## src/rtl/input_m_if.sv

```systemverilog
// Bundles the button inputs, the counter timestamp and the edit outputs exchanged
// between the user-input stage and its surroundings.
interface input_m_if;
  logic        btn_mode;
  logic        btn_hour;
  logic        btn_min;
  logic        btn_alarm;
  logic [16:0] counter_state;
  logic        set_flag;
  logic [16:0] set_time;
  logic        alarm_flag;
  logic [16:0] alarm_time;
  logic [1:0]  mode;

  modport master (
    output btn_mode, btn_hour, btn_min, btn_alarm, counter_state,
    input  set_flag, set_time, alarm_flag, alarm_time, mode
  );

  modport slave (
    input  btn_mode, btn_hour, btn_min, btn_alarm, counter_state,
    output set_flag, set_time, alarm_flag, alarm_time, mode
  );
endinterface

```

## src/rtl/input_m.sv

```systemverilog
// Push-button front end for the clock: synchronises and debounces four buttons and
// runs the RUN / SET_TIME / SET_ALARM edit FSM over seconds-of-day timestamps.
module input_m #(
  parameter int unsigned DEBOUNCE_CYCLES = 16,
  parameter int unsigned COUNTER_MAX     = 86399,
  parameter int unsigned HOUR_TICK       = 3600,
  parameter int unsigned MIN_TICK        = 60
) (
  input  logic       clock,
  input  logic       reset_n,
  input_m_if.slave   bus
);

  localparam int unsigned CNT_W = (DEBOUNCE_CYCLES > 1) ? $clog2(DEBOUNCE_CYCLES) : 1;
  localparam logic [CNT_W-1:0] CNT_LAST = CNT_W'(DEBOUNCE_CYCLES - 1);
  localparam logic [17:0] DAY18     = 18'(COUNTER_MAX + 1);
  localparam logic [17:0] MAX18     = 18'(COUNTER_MAX);
  localparam logic [17:0] HOUR18    = 18'(HOUR_TICK);
  localparam logic [16:0] HOUR17    = 17'(HOUR_TICK);
  localparam logic [16:0] MIN17     = 17'(MIN_TICK);
  localparam logic [16:0] LAST_MIN17 = 17'(HOUR_TICK - MIN_TICK);

  localparam int BTN_MODE  = 0;
  localparam int BTN_HOUR  = 1;
  localparam int BTN_MIN   = 2;
  localparam int BTN_ALARM = 3;

  typedef enum logic [1:0] {
    RUN       = 2'd0,
    SET_TIME  = 2'd1,
    SET_ALARM = 2'd2
  } state_e;

  logic [3:0]            btn_raw;
  logic [3:0]            sync1_q;
  logic [3:0]            sync2_q;
  logic [3:0]            level_q;
  logic [3:0]            level_d;
  logic [3:0]            level_prev_q;
  logic [3:0][CNT_W-1:0] cnt_q;
  logic [3:0][CNT_W-1:0] cnt_d;
  logic [3:0]            press;

  state_e      state_q, state_d;
  logic        set_flag_q, set_flag_d;
  logic [16:0] set_time_q, set_time_d;
  logic        alarm_flag_q, alarm_flag_d;
  logic [16:0] alarm_time_q, alarm_time_d;
  logic        alarm_saved_q, alarm_saved_d;
  logic [16:0] edit_base;
  logic [16:0] edit_next;

  assign btn_raw = {bus.btn_alarm, bus.btn_min, bus.btn_hour, bus.btn_mode};

  function automatic logic [16:0] hour_step(input logic [16:0] t);
    logic [17:0] sum;
    sum = {1'b0, t} + HOUR18;
    if (sum > MAX18) begin
      sum = sum - DAY18;
    end
    return sum[16:0];
  endfunction

  // Minutes wrap 59 -> 0 inside the same hour rather than carrying.
  function automatic logic [16:0] min_step(input logic [16:0] t);
    logic [16:0] res;
    if ((t % HOUR17) >= LAST_MIN17) begin
      res = t - LAST_MIN17;
    end else begin
      res = t + MIN17;
    end
    return res;
  endfunction

  // A level is accepted only after the synchronised input disagrees for a full window.
  always_comb begin
    level_d = level_q;
    cnt_d   = cnt_q;
    for (int i = 0; i < 4; i++) begin
      if (sync2_q[i] != level_q[i]) begin
        if (cnt_q[i] == CNT_LAST) begin
          level_d[i] = sync2_q[i];
          cnt_d[i]   = '0;
        end else begin
          cnt_d[i] = cnt_q[i] + CNT_W'(1);
        end
      end else begin
        cnt_d[i] = '0;
      end
    end
  end

  always_ff @(posedge clock or negedge reset_n) begin
    if (!reset_n) begin
      sync1_q      <= '0;
      sync2_q      <= '0;
      level_q      <= '0;
      level_prev_q <= '0;
      cnt_q        <= '0;
    end else begin
      sync1_q      <= btn_raw;
      sync2_q      <= sync1_q;
      level_q      <= level_d;
      level_prev_q <= level_q;
      cnt_q        <= cnt_d;
    end
  end

  assign press = level_q & ~level_prev_q;

  always_comb begin
    edit_base = (state_q == SET_ALARM) ? alarm_time_q : set_time_q;
    edit_next = edit_base;
    if (press[BTN_HOUR]) begin
      edit_next = hour_step(edit_next);
    end
    if (press[BTN_MIN]) begin
      edit_next = min_step(edit_next);
    end
  end

  // Mode presses take priority; any hour/min pulse in the same cycle is dropped.
  always_comb begin
    state_d       = state_q;
    set_flag_d    = set_flag_q;
    set_time_d    = set_time_q;
    alarm_flag_d  = alarm_flag_q;
    alarm_time_d  = alarm_time_q;
    alarm_saved_d = alarm_saved_q;
    case (state_q)
      RUN: begin
        if (press[BTN_MODE]) begin
          state_d    = SET_TIME;
          set_flag_d = 1'b1;
          set_time_d = bus.counter_state - (bus.counter_state % MIN17);
        end else if (press[BTN_ALARM]) begin
          alarm_flag_d = ~alarm_flag_q;
        end
      end
      SET_TIME: begin
        if (press[BTN_MODE]) begin
          state_d       = SET_ALARM;
          set_flag_d    = 1'b0;
          alarm_saved_d = alarm_flag_q;
          alarm_flag_d  = 1'b0;
        end else begin
          set_time_d = edit_next;
        end
      end
      SET_ALARM: begin
        if (press[BTN_MODE]) begin
          state_d      = RUN;
          alarm_flag_d = alarm_saved_q;
        end else begin
          alarm_time_d = edit_next;
        end
      end
      default: begin
        state_d    = RUN;
        set_flag_d = 1'b0;
      end
    endcase
  end

  always_ff @(posedge clock or negedge reset_n) begin
    if (!reset_n) begin
      state_q       <= RUN;
      set_flag_q    <= 1'b0;
      set_time_q    <= '0;
      alarm_flag_q  <= 1'b0;
      alarm_time_q  <= '0;
      alarm_saved_q <= 1'b0;
    end else begin
      state_q       <= state_d;
      set_flag_q    <= set_flag_d;
      set_time_q    <= set_time_d;
      alarm_flag_q  <= alarm_flag_d;
      alarm_time_q  <= alarm_time_d;
      alarm_saved_q <= alarm_saved_d;
    end
  end

  assign bus.mode       = state_q;
  assign bus.set_flag   = set_flag_q;
  assign bus.set_time   = set_time_q;
  assign bus.alarm_flag = alarm_flag_q;
  assign bus.alarm_time = alarm_time_q;

endmodule

```

## src/flat_wrapper.sv

```systemverilog
// flat-port wrapper written by rule: the top's interface ports become plain ports
module input_m_flat 
#(
  parameter int unsigned DEBOUNCE_CYCLES = 16,
  parameter int unsigned COUNTER_MAX     = 86399,
  parameter int unsigned HOUR_TICK       = 3600,
  parameter int unsigned MIN_TICK        = 60
)
  (clock, reset_n, bus_btn_mode, bus_btn_hour, bus_btn_min, bus_btn_alarm, bus_counter_state, bus_set_flag, bus_set_time, bus_alarm_flag, bus_alarm_time, bus_mode);
  input_m_if bus_i ();
  input  logic clock;
  input  logic reset_n;
  input wire logic [$bits(bus_i.btn_mode)-1:0] bus_btn_mode;
  input wire logic [$bits(bus_i.btn_hour)-1:0] bus_btn_hour;
  input wire logic [$bits(bus_i.btn_min)-1:0] bus_btn_min;
  input wire logic [$bits(bus_i.btn_alarm)-1:0] bus_btn_alarm;
  input wire logic [$bits(bus_i.counter_state)-1:0] bus_counter_state;
  output wire logic [$bits(bus_i.set_flag)-1:0] bus_set_flag;
  output wire logic [$bits(bus_i.set_time)-1:0] bus_set_time;
  output wire logic [$bits(bus_i.alarm_flag)-1:0] bus_alarm_flag;
  output wire logic [$bits(bus_i.alarm_time)-1:0] bus_alarm_time;
  output wire logic [$bits(bus_i.mode)-1:0] bus_mode;
  assign bus_i.btn_mode = bus_btn_mode;
  assign bus_i.btn_hour = bus_btn_hour;
  assign bus_i.btn_min = bus_btn_min;
  assign bus_i.btn_alarm = bus_btn_alarm;
  assign bus_i.counter_state = bus_counter_state;
  assign bus_set_flag = bus_i.set_flag;
  assign bus_set_time = bus_i.set_time;
  assign bus_alarm_flag = bus_i.alarm_flag;
  assign bus_alarm_time = bus_i.alarm_time;
  assign bus_mode = bus_i.mode;
  input_m #(.DEBOUNCE_CYCLES(DEBOUNCE_CYCLES), .COUNTER_MAX(COUNTER_MAX), .HOUR_TICK(HOUR_TICK), .MIN_TICK(MIN_TICK)) u_core (.clock(clock), .reset_n(reset_n), .bus(bus_i));
endmodule
```

## config.mk

```make
export PLATFORM = sky130hd
export DESIGN_NAME = input_m_flat
export DESIGN_NICKNAME = d
export VERILOG_FILES = /design/src/rtl/input_m_if.sv /design/src/rtl/input_m.sv /design/src/flat_wrapper.sv
export SDC_FILE = /design/constraint.sdc
export NUM_CORES = 1
export LEC_CHECK = 0
export ABC_AREA = 1
export CAP_MARGIN = 20
export CELL_PAD_IN_SITES_DETAIL_PLACEMENT = 0
export CELL_PAD_IN_SITES_GLOBAL_PLACEMENT = 1
export CORE_ASPECT_RATIO = 0.7
export CORE_UTILIZATION = 43
export CTS_BUF_LIST = sky130_fd_sc_hd__clkbuf_8
export DETAILED_ROUTE_END_ITERATION = 10
export PLACE_DENSITY = 0.95
export SLEW_MARGIN = 20
export SYNTH_ARGS = -nofsm -noshare
export SYNTH_HDL_FRONTEND = slang
export SYNTH_SLANG_ARGS = --single-unit
```

## constraint.sdc

```tcl
create_clock -name clock -period 9.1 [get_ports clock]
set_clock_uncertainty 0.05 [all_clocks]
set_input_delay 1.82 -clock clock [delete_from_list [all_inputs] [get_ports clock]]
set_output_delay 1.82 -clock clock [all_outputs]
set_load 0.1 [all_outputs]
```

==> results of run 1 <==
[through the flow]
stage / utilization / setup slack (ns)
final: 0.623 / -0.830
after global routing: 0.623 / -1.52
after CTS: 0.578 / -0.641
after detailed placement: 0.536 / -1.51
after global placement: 0.536 / -1.37
after floorplan: - / -0.194
[worst max-delay path by stage]
stage | from | endpoint | slack [ns] | cells past startpoint
2_1_floorplan | bus_counter_state[13] | u_core.bus.set_time[16] | -0.19 | 83
3_3_place_gp | bus_counter_state[13] | u_core.bus.set_time[16] | -1.37 | 84
3_5_place_dp | bus_counter_state[13] | u_core.bus.set_time[16] | -1.51 | 86
4_1_cts | bus_counter_state[15] | u_core.bus.set_time[16] | -0.64 | 88
5_1_grt | bus_counter_state[13] | u_core.bus.set_time[16] | -1.52 | 78
6_report | bus_counter_state[13] | u_core.bus.set_time[16] | -0.83 | 78
[cells by family (layout without fill, tap and decap cells)]
logic type	count (synthesis)	count (layout)	share of synthesized area
flops	71	71	0.233
fa+ha+maj	33	33	0.0543
compound gates	162	162	0.121
other cells	1	10	0.000493
simple gates	710	710	0.426
buf+inv	193	424	0.101
xor+xnor	55	55	0.0643
[routing by layer]
metal,share of wire,up-vias
met4,0.018,0
met2,0.46,224
met5,0,-
met1,0.48,3961
met3,0.048,38
li1,-,4361
[sequential cells by signal (all words and copies together) (netlist names)]
| signal | flops |
|---|---|
| u_core.bus.alarm_flag | 1 |
| u_core.bus.mode | 2 |
| u_core.sync1_q | 4 |
| u_core.bus.alarm_time | 17 |
| u_core.level_prev_q | 4 |
| u_core.level_q | 4 |
| u_core.sync2_q | 4 |
| u_core.alarm_saved_q | 1 |
| u_core.bus.set_flag | 1 |
| u_core.cnt_q | 16 |
| u_core.bus.set_time | 17 |
[final cells by class]
type,instances,share of cell area
multi-input combinational,970,0.543
timing repair buffer,235,0.184
sequential,71,0.166
clock inverter,6,0.00642
clock buffer,10,0.0128
inverter,173,0.0614
tap,231,0.0270
[synthesized netlist by cell type, types with 17 or more instances]
| cell type | count |
|---|---|
| nand2_2 | 52 |
| dfrtp_1 | 71 |
| nor2_1 | 128 |
| nand2_1 | 355 |
| nand3_1 | 106 |
| inv_2 | 19 |
| ha_1 | 33 |
| o21ai_0 | 67 |
| nand4_1 | 17 |
| xor2_1 | 35 |
| a21oi_1 | 41 |
| xnor2_1 | 19 |
| inv_1 | 150 |
[repair_timing]
action	CTS	global route
pin swaps	64	95
resized for setup	73	161
buffers inserted	48	35
hold buffers	0	0
setup endpoints to repair	11	25
==> results.toml, run 1 <==
[clock_tree]
cts_tree = "done"
htreeDepth = 3
clock_path_buffers = 2
clk_latency_ns = 0.35
cts_made_buffers = 9
clkTransAtPathRegs_ns = 0.07
clock_sinks = 71
root_buffer = "clkbuf_8"

[synth]
ys_types = 50
syn_area_um2 = 7610
synth_top_area_share = 0.233
synth_edf_count = 0
syn_area_per_cell_um2 = 6.21
yosys_warnings = 0
synth_ff_type = "dfrtp_1"
postSynthCellCount = 1225
synthArstFlopShare = 1.00
ys_seq_area_frac = 0.233
netlist.top_cell.by_area = "dfrtp_1"
synthTopCellsByArea = "dfrtp_1, nand2_1, inv_1"
synth_seq_cells = 71

[sta]
fin_ws_ns = -0.830
maxSlewHeadroom = 0.290
period_needed_ns = 9.93
fin_hold_ws_ns = 0.304
finalSetupViolations = 8
fin_tns_setup_ns = -4.17
post-route-period-util = 1.09
rsz0062_at_grt = "true"
final_max_slew_viol_count = 0
max_freq_mhz = 101
worstMarginPinSlew_ns = 1.06
finalHoldViolCount = 0

[finish]
area_growth_pct = 40.9
final_common_cell = "nand2_1"
final_cells = 1696
fin_nets = 1516
seqCellArea_um2 = 1780
fillers = 1511
layout_common_cells = "nand2_1, buf_4, inv_1, nor2_1, nand3_1"
fin_area_um2 = 10700
multi_input_area_um2 = 5820
n_antenna_cell = 0
layout-drive-gt1-share = 0.315

[setup_path]
crit_top_cell = "nand2_2"
path_buf_inv = 11
r2r-end = "u_core.bus.set_time[14]"
end_kind = "flip-flop"
r2r_cells = 67
crit_fanout = 4
required_ns = 9.29
worstSetupStartpointType = "input pin"
r2r-start = "u_core.bus.mode[1]"
arrival_ns = 10.12
max_stage_delay_ns = 0.22
crit_family = "simple AND/OR/NAND/NOR gates"
regToRegSetupSlack_ns = 0.64
slowest_stage = "xor2_2"
worstSetupPathType = "in -> reg"

[worst_hold_path]
hp-start = "u_core.sync1_q[3]"
hold_path_class = "reg -> reg"
worstHoldEndpoint = "u_core.sync2_q[3]"
min_path_cells = 0

[floorplan]
initial_core_util = 0.442
io_pins = 61
die_w_um = 161
fp.coreArea_um2 = 17200
rows = 40
die_h_um = 113
die_area_um2 = 18200

[status]
violations = "setup timing"
status = "finished, violations left"

[grt]
grt_max_degree = 72
use_met2 = 0.393
met3_usage = 0.0345
grt_overflow = 0
antenna_found_initial = 0
busiest_layer = "met2"
grt.total_usage = 0.245
first_global_vias = 7747
use_met1 = 0.349
grt_pass1_wl_um = 36600

[placement]
gp_congestion = 0.910
io_buffers = 58
dp.cells = 1607
dpl-instance-area_um2 = 9230
dpl.hpwl_um = 16500

[route]
wl_per_cell_um = 13.8
detail_route.iter0.violations = 535
detail_route.wirelength_um = 23400
vias_per_cell = 5.06
drc_errors = 0
via_count = 8584
dr.pass1.iters = 5
ant_nets = 0

[job]
max_cap_viol_count = 0
Power of run 1 is left out: the tool's default activity adds up to more than one toggle a clock period on the data nets, which glitch-free logic cannot reach.
==> run 2, diff against run 1 <==
CTS_CLUSTER_DIAMETER = 80   (was not set)
REMOVE_ABC_BUFFERS = 1   (was not set)
==> run 2 against run 1 <==
- the run still ends with setup timing left
- cell area increased by 3.3%
- die area is the same
- via count increased by 2.1%
- maximum frequency fell by 1.2%
- non-clock buffer count grew 23
- register-to-register slack got worse by 0.09 ns
- cell count grew 1.3%
- wire length is 2.0% higher
- utilization grew 2.1 points
- critical path depth is 1 higher
- hold slack better by 0.0062 ns
- critical path type unchanged
==> results.toml, run 2 (same netlist as run 1, synthesis figures left out) <==
[status]
status = "finished, violations left"
violations = "setup timing"

[route]
dr.pass1.iters = 6
wl_per_cell_um = 13.9
drc_errors = 0
vias_per_cell = 5.10
via_count = 8764
detail_route.wirelength_um = 23900
ant_nets = 0
detail_route.iter0.violations = 625

[clock_tree]
clk_latency_ns = 0.36
htreeDepth = 3
cts_made_buffers = 9
clock_path_buffers = 2
clkTransAtPathRegs_ns = 0.08
cts_tree = "done"
clock_sinks = 71
root_buffer = "clkbuf_8"

[sta]
finalHoldViolCount = 0
final_max_slew_viol_count = 0
max_freq_mhz = 99.4
rsz0062_at_grt = "true"
period_needed_ns = 10.06
fin_ws_ns = -0.955
post-route-period-util = 1.10
worstMarginPinSlew_ns = 1.04
finalSetupViolations = 8
fin_tns_setup_ns = -4.18
maxSlewHeadroom = 0.302

[setup_path]
arrival_ns = 10.24
end_kind = "flip-flop"
required_ns = 9.28
worstSetupStartpointType = "input pin"
max_stage_delay_ns = 0.27
crit_fanout = 4
slowest_stage = "o211ai_1"
worstSetupPathType = "in -> reg"
crit_top_cell = "nand2_2"

[floorplan]
die_w_um = 161
initial_core_util = 0.442
die_area_um2 = 18200
die_h_um = 113
rows = 40
io_pins = 61
fp.coreArea_um2 = 17200

[worst_hold_path]
hold_path_class = "reg -> reg"

[finish]
n_antenna_cell = 0
final_common_cell = "nand2_1"
layout_common_cells = "nand2_1, buf_4, inv_1, nand2_2, nor2_1"
fin_nets = 1539
area_growth_pct = 45.6
layout-drive-gt1-share = 0.347
fin_area_um2 = 11100
fillers = 1485

[grt]
first_global_vias = 7749
grt_pass1_wl_um = 36500
grt_max_degree = 72
use_met1 = 0.350
antenna_found_initial = 0
grt_overflow = 0
met3_usage = 0.0334
use_met2 = 0.395
busiest_layer = "met2"
grt.total_usage = 0.244

[job]
max_cap_viol_count = 0

[placement]
dpl-instance-area_um2 = 9330
dpl.hpwl_um = 16400
io_buffers = 58
gp_congestion = 0.964
[run 2: worst paths after layout]
kind	start	end	slack, ns	cells after the start
max in group asynchronous	reset_n	u_core.bus.mode[1]	6.87	1
max reg2reg	u_core.bus.mode[0]	u_core.bus.set_time[16]	0.55	71
min in group asynchronous	reset_n	u_core.cnt_q[0]	1.53	1
max	bus_counter_state[13]	u_core.bus.set_time[14]	-0.96	79
min reg2reg	u_core.sync1_q[3]	u_core.sync2_q[3]	0.31	0
min	u_core.sync1_q[3]	u_core.sync2_q[3]	0.31	0
[run 2: worst max-delay path: cells and delay by family]
family / cells / cell delay [ns]
buf+inv: 19 / 1.85
fa+ha+maj: 1 / 0.23
xor+xnor: 2 / 0.32
simple gates: 45 / 4.30
compound gates: 12 / 1.65
[run 2: per-layer routing]
metal | up-vias | wire [um]
li1 | 4420 | -
met1 | 4057 | 11200
met2 | 249 | 11000
met3 | 38 | 1350
met4 | 0 | 428
met5 | - | 0
[run 2: cell type report]
cell class                      count  area (um2)  area share
Timing Repair Buffer              258        2160       0.195
Clock buffer                       10         138      0.0124
Tap cell                          231         289      0.0261
Clock inverter                      5        58.8     0.00531
Sequential cell                    71        1780       0.160
Multi-Input combinational cell    970        6000       0.541
Inverter                          173         658      0.0594
[run 2: through the flow]
stage               hold slack [ns]  utilization  setup WS (ns)  std cells
floorplan                     0.281            -         -0.468       1214
global placement              0.286        0.542          -1.55       1627
detailed placement            0.292        0.542          -1.77       1627
CTS                           0.311        0.588         -0.766       1690
global route                  0.319        0.644          -1.49       1718
finish                        0.310        0.644         -0.955       1718
[run 2: what timing repair did]
item,4_1_cts,5_1_grt
resized for setup,103,198
hold buffers,0,0
endpoints found under the setup margin,12,24
setup buffers,48,35
pin swaps,80,126
Power of run 2 is left out for the same reason.
==> run 3, diff against run 2 <==
CTS_CLUSTER_SIZE = 40   (was not set)
PLACE_DENSITY = not set   (was 0.95)
PLACE_DENSITY_LB_ADDON = 0.1   (was not set)
SKIP_LAST_GASP = 1   (was not set)
==> run 3 against run 2 <==
- the run still ends with setup timing left
- via count down 4.5%
- first-iteration DRC count fell by 15%
- maximum frequency is 2.8% higher
- register-to-register slack better by 0.03 ns
- sequential share of layout area is 0.49 points higher
- cell count decreased by 1.3%
- hold slack worse by 0.0061 ns
- non-clock buffer count shrank 23
- critical path depth is 1 higher
- die area unchanged
- cell area is 3.0% lower
- critical endpoint is now u_core.bus.set_time[16]
==> results.toml, run 3 (same netlist as run 1, synthesis figures left out) <==
[route]
via_count = 8369
drc_errors = 0
detail_route.wirelength_um = 23000
dr.pass1.iters = 7
detail_route.iter0.violations = 529
ant_nets = 0
wl_per_cell_um = 13.5
vias_per_cell = 4.93

[clock_tree]
root_buffer = "clkbuf_8"
clock_sinks = 71
htreeDepth = 3
clkTransAtPathRegs_ns = 0.09
cts_tree = "done"
cts_made_buffers = 9
cts_hold_buf = 0
clock_path_buffers = 2
clk_latency_ns = 0.37

[sta]
period_needed_ns = 9.78
worstMarginPinSlew_ns = 1.05
finalSetupViolations = 7
post-route-period-util = 1.07
fin_tns_setup_ns = -2.54
finalHoldViolCount = 0
maxSlewHeadroom = 0.298
final_max_slew_viol_count = 0
fin_ws_ns = -0.678
max_freq_mhz = 102
rsz0062_at_grt = "true"

[setup_path]
crit_fanout = 4
worstSetupPathType = "in -> reg"
path_buf_inv = 14
crit_family = "simple AND/OR/NAND/NOR gates"
required_ns = 9.31
slowest_stage = "xor2_2"
max_stage_delay_ns = 0.21
crit_top_cell = "nand2_2"
arrival_ns = 9.99
worstSetupStartpointType = "input pin"
end_kind = "flip-flop"

[finish]
n_antenna_cell = 0
fillers = 1608
area_growth_pct = 41.3
final_common_cell = "nand2_1"
layout_common_cells = "nand2_1, buf_4, inv_1, nor2_1, nand2_2"
layout-drive-gt1-share = 0.326
fin_nets = 1516

[placement]
io_buffers = 58
gp_congestion = 0.873
dpl.hpwl_um = 16700

[job]
max_cap_viol_count = 0

[status]
status = "finished, violations left"
violations = "setup timing"

[floorplan]
io_pins = 61
fp.coreArea_um2 = 17200
die_w_um = 161
die_area_um2 = 18200
rows = 40
initial_core_util = 0.442
die_h_um = 113

[worst_hold_path]
hold_path_class = "reg -> reg"

[grt]
grt.total_usage = 0.244
antenna_found_initial = 0
grt_max_degree = 72
grt_pass1_wl_um = 36000
grt_overflow = 0
first_global_vias = 7383
-- run 3: cell count changes in the layout (fill, tap and decap cells not counted), moves of 3 or more --
cell     previous run  this run
buf_4             189       171
nand2_1           277       287
o21ai_1            24        16
o21ai_0            43        50
nand2_2           106       100
nand2_4            32        26
xor2_1             26        30
buf_6              12         9
inv_6               0         3
nand3_2            16        19
-- run 3: what timing repair did --
action | 4_1_cts | 5_1_grt
setup endpoints to repair | 12 | 24
setup buffers | 33 | 31
cloned | 0 | 0
gates resized for setup | 94 | 167
pin swaps | 68 | 108
-- run 3: layer usage --
metal	track usage	part of all wire	wire length [um]
met2	0.378	0.44	10200
met4	0.0377	0.0086	197
met3	0.0359	0.040	926
met5	0	0	0
met1	0.364	0.51	11700
-- run 3: path summary, 6_finish.rpt --
kind | depth (start not counted) | from | slack (ns) | endpoint
max reg2reg | 66 | u_core.bus.mode[1] | 0.58 | u_core.bus.set_time[14]
min reg2reg | 0 | u_core.sync1_q[0] | 0.30 | u_core.sync2_q[0]
max | 80 | bus_counter_state[13] | -0.68 | u_core.bus.set_time[16]
min in group asynchronous | 1 | reset_n | 1.51 | u_core.cnt_q[3]
min | 0 | u_core.sync1_q[0] | 0.30 | u_core.sync2_q[0]
max in group asynchronous | 1 | reset_n | 6.85 | u_core.bus.mode[1]
-- run 3: stage by stage --
stage	util	setup slack (ns)	area (um2)	hold slack, ns	std cells
final	0.624	-0.678	10800	0.304	1696
after global routing	0.624	-1.31	10800	0.321	1696
after CTS	0.577	-0.751	9930	0.305	1666
after detailed placement	0.537	-1.77	9250	0.285	1617
after global placement	0.537	-1.61	9250	0.285	1617
after floorplan	-	-0.468	7520	0.281	1214
-- run 3: final cells by class --
cell class / instances / area [um2] / area share
clock buffer: 9 / 124 / 0.0115
clock inverter: 7 / 86.3 / 0.00803
inverter: 173 / 658 / 0.0612
multi-input combinational: 970 / 5860 / 0.546
sequential: 71 / 1780 / 0.165
tap: 231 / 289 / 0.0269
timing repair buffer: 235 / 1950 / 0.181
Power of run 3 is left out for the same reason.
